File: config.mk
export PLATFORM = sky130hd
export DESIGN_NAME = debounce_sync
export DESIGN_NICKNAME = d
export VERILOG_FILES = /design/src/rtl/debounce_sync.sv
export SDC_FILE = /design/constraint.sdc
export NUM_CORES = 1
export LEC_CHECK = 0
export BUFFER_PORTS_ARGS = -buffer_cell sky130_fd_sc_hd__buf_4
export CORE_MARGIN = 3
export CORE_UTILIZATION = 30
export DETAILED_ROUTE_END_ITERATION = 6
export PLACE_DENSITY_LB_ADDON = 0.1
export SLEW_MARGIN = 20
export SYNTH_ARGS = -nofsm -noshare
export SYNTH_HDL_FRONTEND = slang
export SYNTH_SLANG_ARGS = --single-unit
File: constraint.sdc
create_clock -name CLK -period 3.5 [get_ports CLK]
set_input_delay 0.7 -clock CLK [delete_from_list [all_inputs] [get_ports CLK]]
set_output_delay 0.7 -clock CLK [all_outputs]
set_load 0.02 [all_outputs]
File: src/rtl/debounce_sync.sv
// debounce_sync: synchroniser chain followed by a 4-state stability FSM.
// A raw asynchronous level is committed to Q_OUT only after the synchronised
// sample has held the new level for DB_CYCLES consecutive clocks.
// Optional build macro: DEBOUNCE_PULSE_EN enables a registered one-cycle
// strobe on PULSE for every 0->1 commit; without it PULSE is tied to 0.
module debounce_sync #(
    parameter int SYNC_STAGES = 2,
    parameter int DB_CYCLES   = 4,
    parameter int CNT_W       = 8
) (
    input  logic CLK,
    input  logic RESET,
    input  logic D_IN,
    output logic Q_OUT,
    output logic BUSY,
    output logic PULSE
);

    localparam logic [1:0] IDLE_LO = 2'd0;
    localparam logic [1:0] CHK_HI  = 2'd1;
    localparam logic [1:0] IDLE_HI = 2'd2;
    localparam logic [1:0] CHK_LO  = 2'd3;

    localparam logic [CNT_W-1:0] CNT_LAST = CNT_W'(DB_CYCLES - 1);
    localparam logic [CNT_W-1:0] CNT_ONE  = CNT_W'(1);

    logic [SYNC_STAGES-1:0] sync_q;
    logic                   s;
    logic [1:0]             state;
    logic [1:0]             state_d;
    logic [CNT_W-1:0]       cnt;
    logic [CNT_W-1:0]       cnt_d;
    logic                   q_d;

    // Shift the raw input through the synchroniser; only the last stage is used
    always_ff @(posedge CLK or posedge RESET) begin
        if (RESET) begin
            sync_q <= '0;
        end else begin
            sync_q <= {sync_q[SYNC_STAGES-2:0], D_IN};
        end
    end

    assign s = sync_q[SYNC_STAGES-1];

    // Next-state logic: count consecutive samples at the new level, abort on any reversal
    always_comb begin
        state_d = state;
        cnt_d   = cnt;
        q_d     = Q_OUT;
        case (state)
            IDLE_LO: begin
                if (s) begin
                    state_d = CHK_HI;
                    cnt_d   = CNT_ONE;
                end
            end
            CHK_HI: begin
                if (!s) begin
                    state_d = IDLE_LO;
                    cnt_d   = '0;
                end else if (cnt == CNT_LAST) begin
                    state_d = IDLE_HI;
                    cnt_d   = '0;
                    q_d     = 1'b1;
                end else begin
                    cnt_d   = cnt + CNT_ONE;
                end
            end
            IDLE_HI: begin
                if (!s) begin
                    state_d = CHK_LO;
                    cnt_d   = CNT_ONE;
                end
            end
            default: begin
                if (s) begin
                    state_d = IDLE_HI;
                    cnt_d   = '0;
                end else if (cnt == CNT_LAST) begin
                    state_d = IDLE_LO;
                    cnt_d   = '0;
                    q_d     = 1'b0;
                end else begin
                    cnt_d   = cnt + CNT_ONE;
                end
            end
        endcase
    end

    // State, counter and debounced output registers; reset drops any partial count
    always_ff @(posedge CLK or posedge RESET) begin
        if (RESET) begin
            state <= IDLE_LO;
            cnt   <= '0;
            Q_OUT <= 1'b0;
        end else begin
            state <= state_d;
            cnt   <= cnt_d;
            Q_OUT <= q_d;
        end
    end

    assign BUSY = (state == CHK_HI) | (state == CHK_LO);

`ifdef DEBOUNCE_PULSE_EN
    logic rise_commit;
    logic pulse_q;

    assign rise_commit = (state == CHK_HI) && s && (cnt == CNT_LAST);

    // Strobe registered alongside Q_OUT so it is high exactly in the cycle Q_OUT first reads 1
    always_ff @(posedge CLK or posedge RESET) begin
        if (RESET) begin
            pulse_q <= 1'b0;
        end else begin
            pulse_q <= rise_commit;
        end
    end

    assign PULSE = pulse_q;
`else
    assign PULSE = 1'b0;
`endif

endmodule

=== Word-level counts from Yosys, hierarchy flattened ===
Cells that the tools add are included.

* Multipliers: 0
* Add/sub/neg operators: 1
* Eq/ne operators: 9
* Shift-type cells: 0
* Magnitude comparators: 0
* Bitwise operators: 2
* Reductions and logical operators: 6
* Div/mod/pow operators: 0
* Multiplexer cells: 18

{| class="wikitable"
|+ Operator list
! cell !! number
|-
| $mux 8 || 5
|-
| $pmux 8 s3 || 1
|-
| $mux 2 || 6
|-
| $add 8x1->8 const B || 1
|-
| $eq 8x2->1 const B || 1
|-
| $reduce_and 4->1 || 2
|-
| $ne 2x2->1 const B || 3
|-
| $pmux 2 s3 || 1
|-
| $eq 2x2->1 const B || 2
|-
| $mux 1 || 4
|-
| $reduce_bool 4->1 || 1
|-
| $ne 3x3->1 const B || 1
|-
| $eq 2x1->1 const B || 1
|-
| $logic_not 2->1 || 1
|-
| $ne 2x1->1 const B || 1
|-
| $pmux 1 s2 || 1
|-
| $reduce_and 2->1 || 1
|-
| $reduce_or 2->1 || 1
|-
| $not 1->1 || 1
|-
| $or 1x1->1 || 1
|}

* Register bits: 13
* Memories: 0
* Bits in latches: 0
* Memory bits (read-only): 0
* Word-level logic and storage cells: 40
* Memory bits (writable): 0

=== Logic depth before layout (Yosys ltp) ===
* Word-level depth: 4
* Gate-level depth with buffers: 7
* Mapped depth without buffers: 6

=== Worst setup path after synthesis ===
OpenSTA, ideal clock, no wires.

* Kind: reg2reg
* Start: reg state[0]
* End: reg with a tool-made name
* Data required time: 3.375 ns
* Setup slack: 1.831 ns
* Data arrival time: 1.544 ns
* Buffers on the path: 1
* Setup time: 0.125 ns
* Cell stages (with the launch flop): 7
* Path through: dfrtp_1 -> inv_1 -> ha_1 -> mux2_4 -> buf_6 -> nor3_2 -> mux2_2

{| class="wikitable"
|+ RTL lines
! item !! line !! RTL
|-
| from (decl) || 29 || <nowiki>logic [1:0] state;</nowiki>
|-
| from (signal assigned) || 98 || <nowiki>state <= state_d;</nowiki>
|}

==> results.txt <==
----------------------------------------------------
[Hold path]
  Worst min path class ... flop to flop

[Placement]
  Port Buffers ... 4
  Final weighted congestion in routability-driven placement ... 0.680
  Minimum setup slack after placement ... 1.68 ns
  Detailed Place HPWL ... 1090 um

[Synthesis]
  Flip-flop cell with the highest count after synthesis ... sky130_fd_sc_hd__dfrtp_1
  Count of state elements after synthesis ... 13
  Post-synth top area cell ... sky130_fd_sc_hd__dfrtp_1
  Unique masters post-synth ... 31
  Most used standard cells in the synthesized netlist ... 13 x sky130_fd_sc_hd__dfrtp_1, 9 x sky130_fd_sc_hd__nand2_1, 6 x sky130_fd_sc_hd__nor2_1, 6 x sky130_fd_sc_hd__o21ai_0
  Area share of the leading cell type in the synthesized netlist ... 41.0%
  Proportion of synthesized chip area in sequential cells ... 41.0%
  Synth warn ... 0
  Net count of the mapped netlist ... 89
  Post-Syn Area ... 793 um^2
  Per-instance average area after synthesis ... 9.79 um^2
  Dominant cell by count in the synthesized netlist ... sky130_fd_sc_hd__dfrtp_1
  Post-synthesis cell count ... 81
  Top area cells in the synthesized netlist ... sky130_fd_sc_hd__dfrtp_1 41%, sky130_fd_sc_hd__ha_1 7.9%, sky130_fd_sc_hd__a22o_1 4.4%
  Proportion of synthesized flip-flops having asynchronous set or reset ... 100%
  Post-synth EDFFs ... 0

[Finish]
  Area Growth Syn to Fin ... 6.62%
  Number of nets in the final layout ... 94
  Fraction of final layout cells with drive strength greater than 1 ... 16.5%
  Final antenna diode count ... 0

[STA]
  Worst-case headroom to the max-slew limit ... 64.1%
  Slew @ Worst Pin ... 0.538 ns
  Fmax achieved ... 0.469 GHz
  Post-route setup slack ... 1.37 ns
  Clock skew after layout ... 0.00404 ns
  Final-report hold violation count ... 0
  Setup-violating endpoint count in the final report ... 0
  Setup Total Neg Slack ... 0 ns
  Final period util ... 61.0%
  Final Critical Period ... 2.13 ns
  Max Slew Vio Count ... 0
  Unrepaired setup endpoints after global routing ... false

[Drt]
  Via count ... 584
  Wire per inst ... 13.0 um
  Vias per std cell ... 5.08
  Post-route antenna net violation count ... 0
  Iteration-0 DRC count of the detailed router ... 2
  Routed wire length ... 1500 um
  DRC violations left ... 0
  Pre-antenna DRT Iters ... 3

[Global route]
  Global router's overall resource usage ... 10.5%
  Maximum number of pins on one net before global-route repair ... 14
  Number of global-route vias before repair ... 586
  First-pass GRT wire length ... 2670 um
  Remaining global-route overflow ... 0
  Antenna violations before repair ... 0

[Floorplan]
  Die Footprint ... 3300 um^2
  I/O pin count ... 6
  Horiz. Die Dim ... 57.4 um
  Core Area ... 2500 um^2
  Cell Rows ... 18
  Die extent in y ... 57.4 um
  Initial Utilization ... 31.7%

[Pwr]
  Power Density ... 727 nW/um^2
  Maximum vdd ir drop ... 0.000356 V
  P_leak ... 0.380 nW

[Setup path]
  Slowest stage cell, crit path ... sky130_fd_sc_hd__dfrtp_1
  Slowest cell delay on critical path ... 0.40 ns
  Worst setup SP type ... flop
  Reg2Reg Launch Point ... cnt[0]$_DFFE_PP0P_
  CP Capture Point ... BUSY
  Crit Path Class ... flop to primary output
  Ordered list of cells on the worst path ... inv_1, ha_1, or2_2, buf_4
  Number of cell instances on the worst register-to-register path ... 5
  Endpoint of the lowest-slack register-to-register path ... cnt[5]$_DFFE_PP0P_
  CP endpoint kind ... primary output
  Highest fanout seen on the critical path ... 4
  Register-to-register setup slack ... 1.68 ns
  Endpoint required time on the critical path ... 2.80 ns
  Signal arrival time at the worst endpoint ... 1.43 ns

[Clock network]
  Deepest clock path buffer count ... 2
  TritonCTS buffer count ... 3
  Clk pin slew, worst setup/hold paths ... 0.09 ns
  Count of hold-fix buffers inserted at cts ... 0
  Clock root buffer ... sky130_fd_sc_hd__clkbuf_4
  Clock tree from TritonCTS ... built
  Clock latency on the worst-skew pair ... 0.28 ns
  Resized cells post-CTS ... 0
  Total number of clock tree sinks ... 13
  Total setup buffers inserted after CTS ... 0
  H-tree levels ... 1

[Status]
  Outcome ... finished, final reports clean

[Job]
  Total of max-cap violations ... 0

----------------------------------------------------
==> sequential cells by signal, indices dropped and copies added (netlist names), named ones only <==
signal  count
state       1
Q_OUT       1
sync_q      2
cnt         8
==> worst min path at each step <==
stage / startpoint / end / slack [ns] / cells after the start
floorplan: sync_q[0]$_DFF_PP0_ / sync_q[1]$_DFF_PP0_ / 0.33 / 0
global placement: sync_q[0]$_DFF_PP0_ / sync_q[1]$_DFF_PP0_ / 0.34 / 0
detailed placement: sync_q[0]$_DFF_PP0_ / sync_q[1]$_DFF_PP0_ / 0.34 / 0
CTS: sync_q[0]$_DFF_PP0_ / sync_q[1]$_DFF_PP0_ / 0.36 / 0
global route: sync_q[0]$_DFF_PP0_ / sync_q[1]$_DFF_PP0_ / 0.37 / 0
finish: sync_q[0]$_DFF_PP0_ / sync_q[1]$_DFF_PP0_ / 0.36 / 0
==> routing by layer <==
metal / vias to the layer above / part of all wire, % / track usage [%]
met3: 2 / 4.5 / 4.52
met1: 284 / 46 / 12.5
li1: 288 / - / -
met5: - / 0 / 0
met2: 10 / 48 / 17.4
met4: 0 / 0.93 / 2.32
==> stage by stage <==
step | hold slack, ns | total power [W] | std cells | utilization (%) | area [um^2]
CTS | 0.362 | 0.000622 | 115 | 33.8 | 846
global route | 0.375 | 0.000676 | 115 | 33.8 | 846
floorplan | 0.331 | 0.000477 | 81 | - | 793
finish | 0.358 | 0.000615 | 115 | 33.8 | 846
detailed placement | 0.341 | 0.000519 | 111 | 32.8 | 820
global placement | 0.337 | 0.000519 | 111 | 32.8 | 820
==> power breakdown <==
part           total (W)  internal (W)  switching [W]
sequential      0.000208      0.000179      0.0000283
combinational   0.000308      0.000137       0.000171
clock          0.0000991     0.0000442      0.0000549
==> logic make-up after synthesis <==
group | synth area share, %
adder cells (fa/ha/maj) | 7.89
buffers and inverters | 6.62
AND/OR/NAND/NOR | 20.5
AO/OA/AOI/OAI | 16.4
flip-flops | 41.0
other | 0.473
multiplexers | 7.10
==> cell usage in the layout, fill, tap and decap left out, types with 2 or more instances in the layout <==
master / instances
sky130_fd_sc_hd__clkbuf_4: 3
sky130_fd_sc_hd__inv_1: 3
sky130_fd_sc_hd__nor2_1: 6
sky130_fd_sc_hd__dfrtp_1: 13
sky130_fd_sc_hd__o21ai_0: 6
sky130_fd_sc_hd__nand3_1: 3
sky130_fd_sc_hd__nand2_1: 9
sky130_fd_sc_hd__buf_4: 4
sky130_fd_sc_hd__ha_1: 5
sky130_fd_sc_hd__mux2i_1: 3
sky130_fd_sc_hd__nor3_1: 5
sky130_fd_sc_hd__a22o_1: 4
sky130_fd_sc_hd__a21oi_1: 2
==> layout make-up <==
cell class,instances,area [um^2]
fill,250,1650
multi-input combinational,61,415
sequential,13,325
tap,30,37.5
timing repair buffer,4,30.0
clock buffer,4,26.3
inverter,3,11.3
==> critical path, delay by kind of cell, from the launching register on <==
family / cells / cell delay (ns)
and+or+nand+nor: 1 / 0.30
DFF: 1 / 0.40
adders and majority gates: 1 / 0.21
buffers and inverters: 2 / 0.24
(Power assumes the default switching activity.)
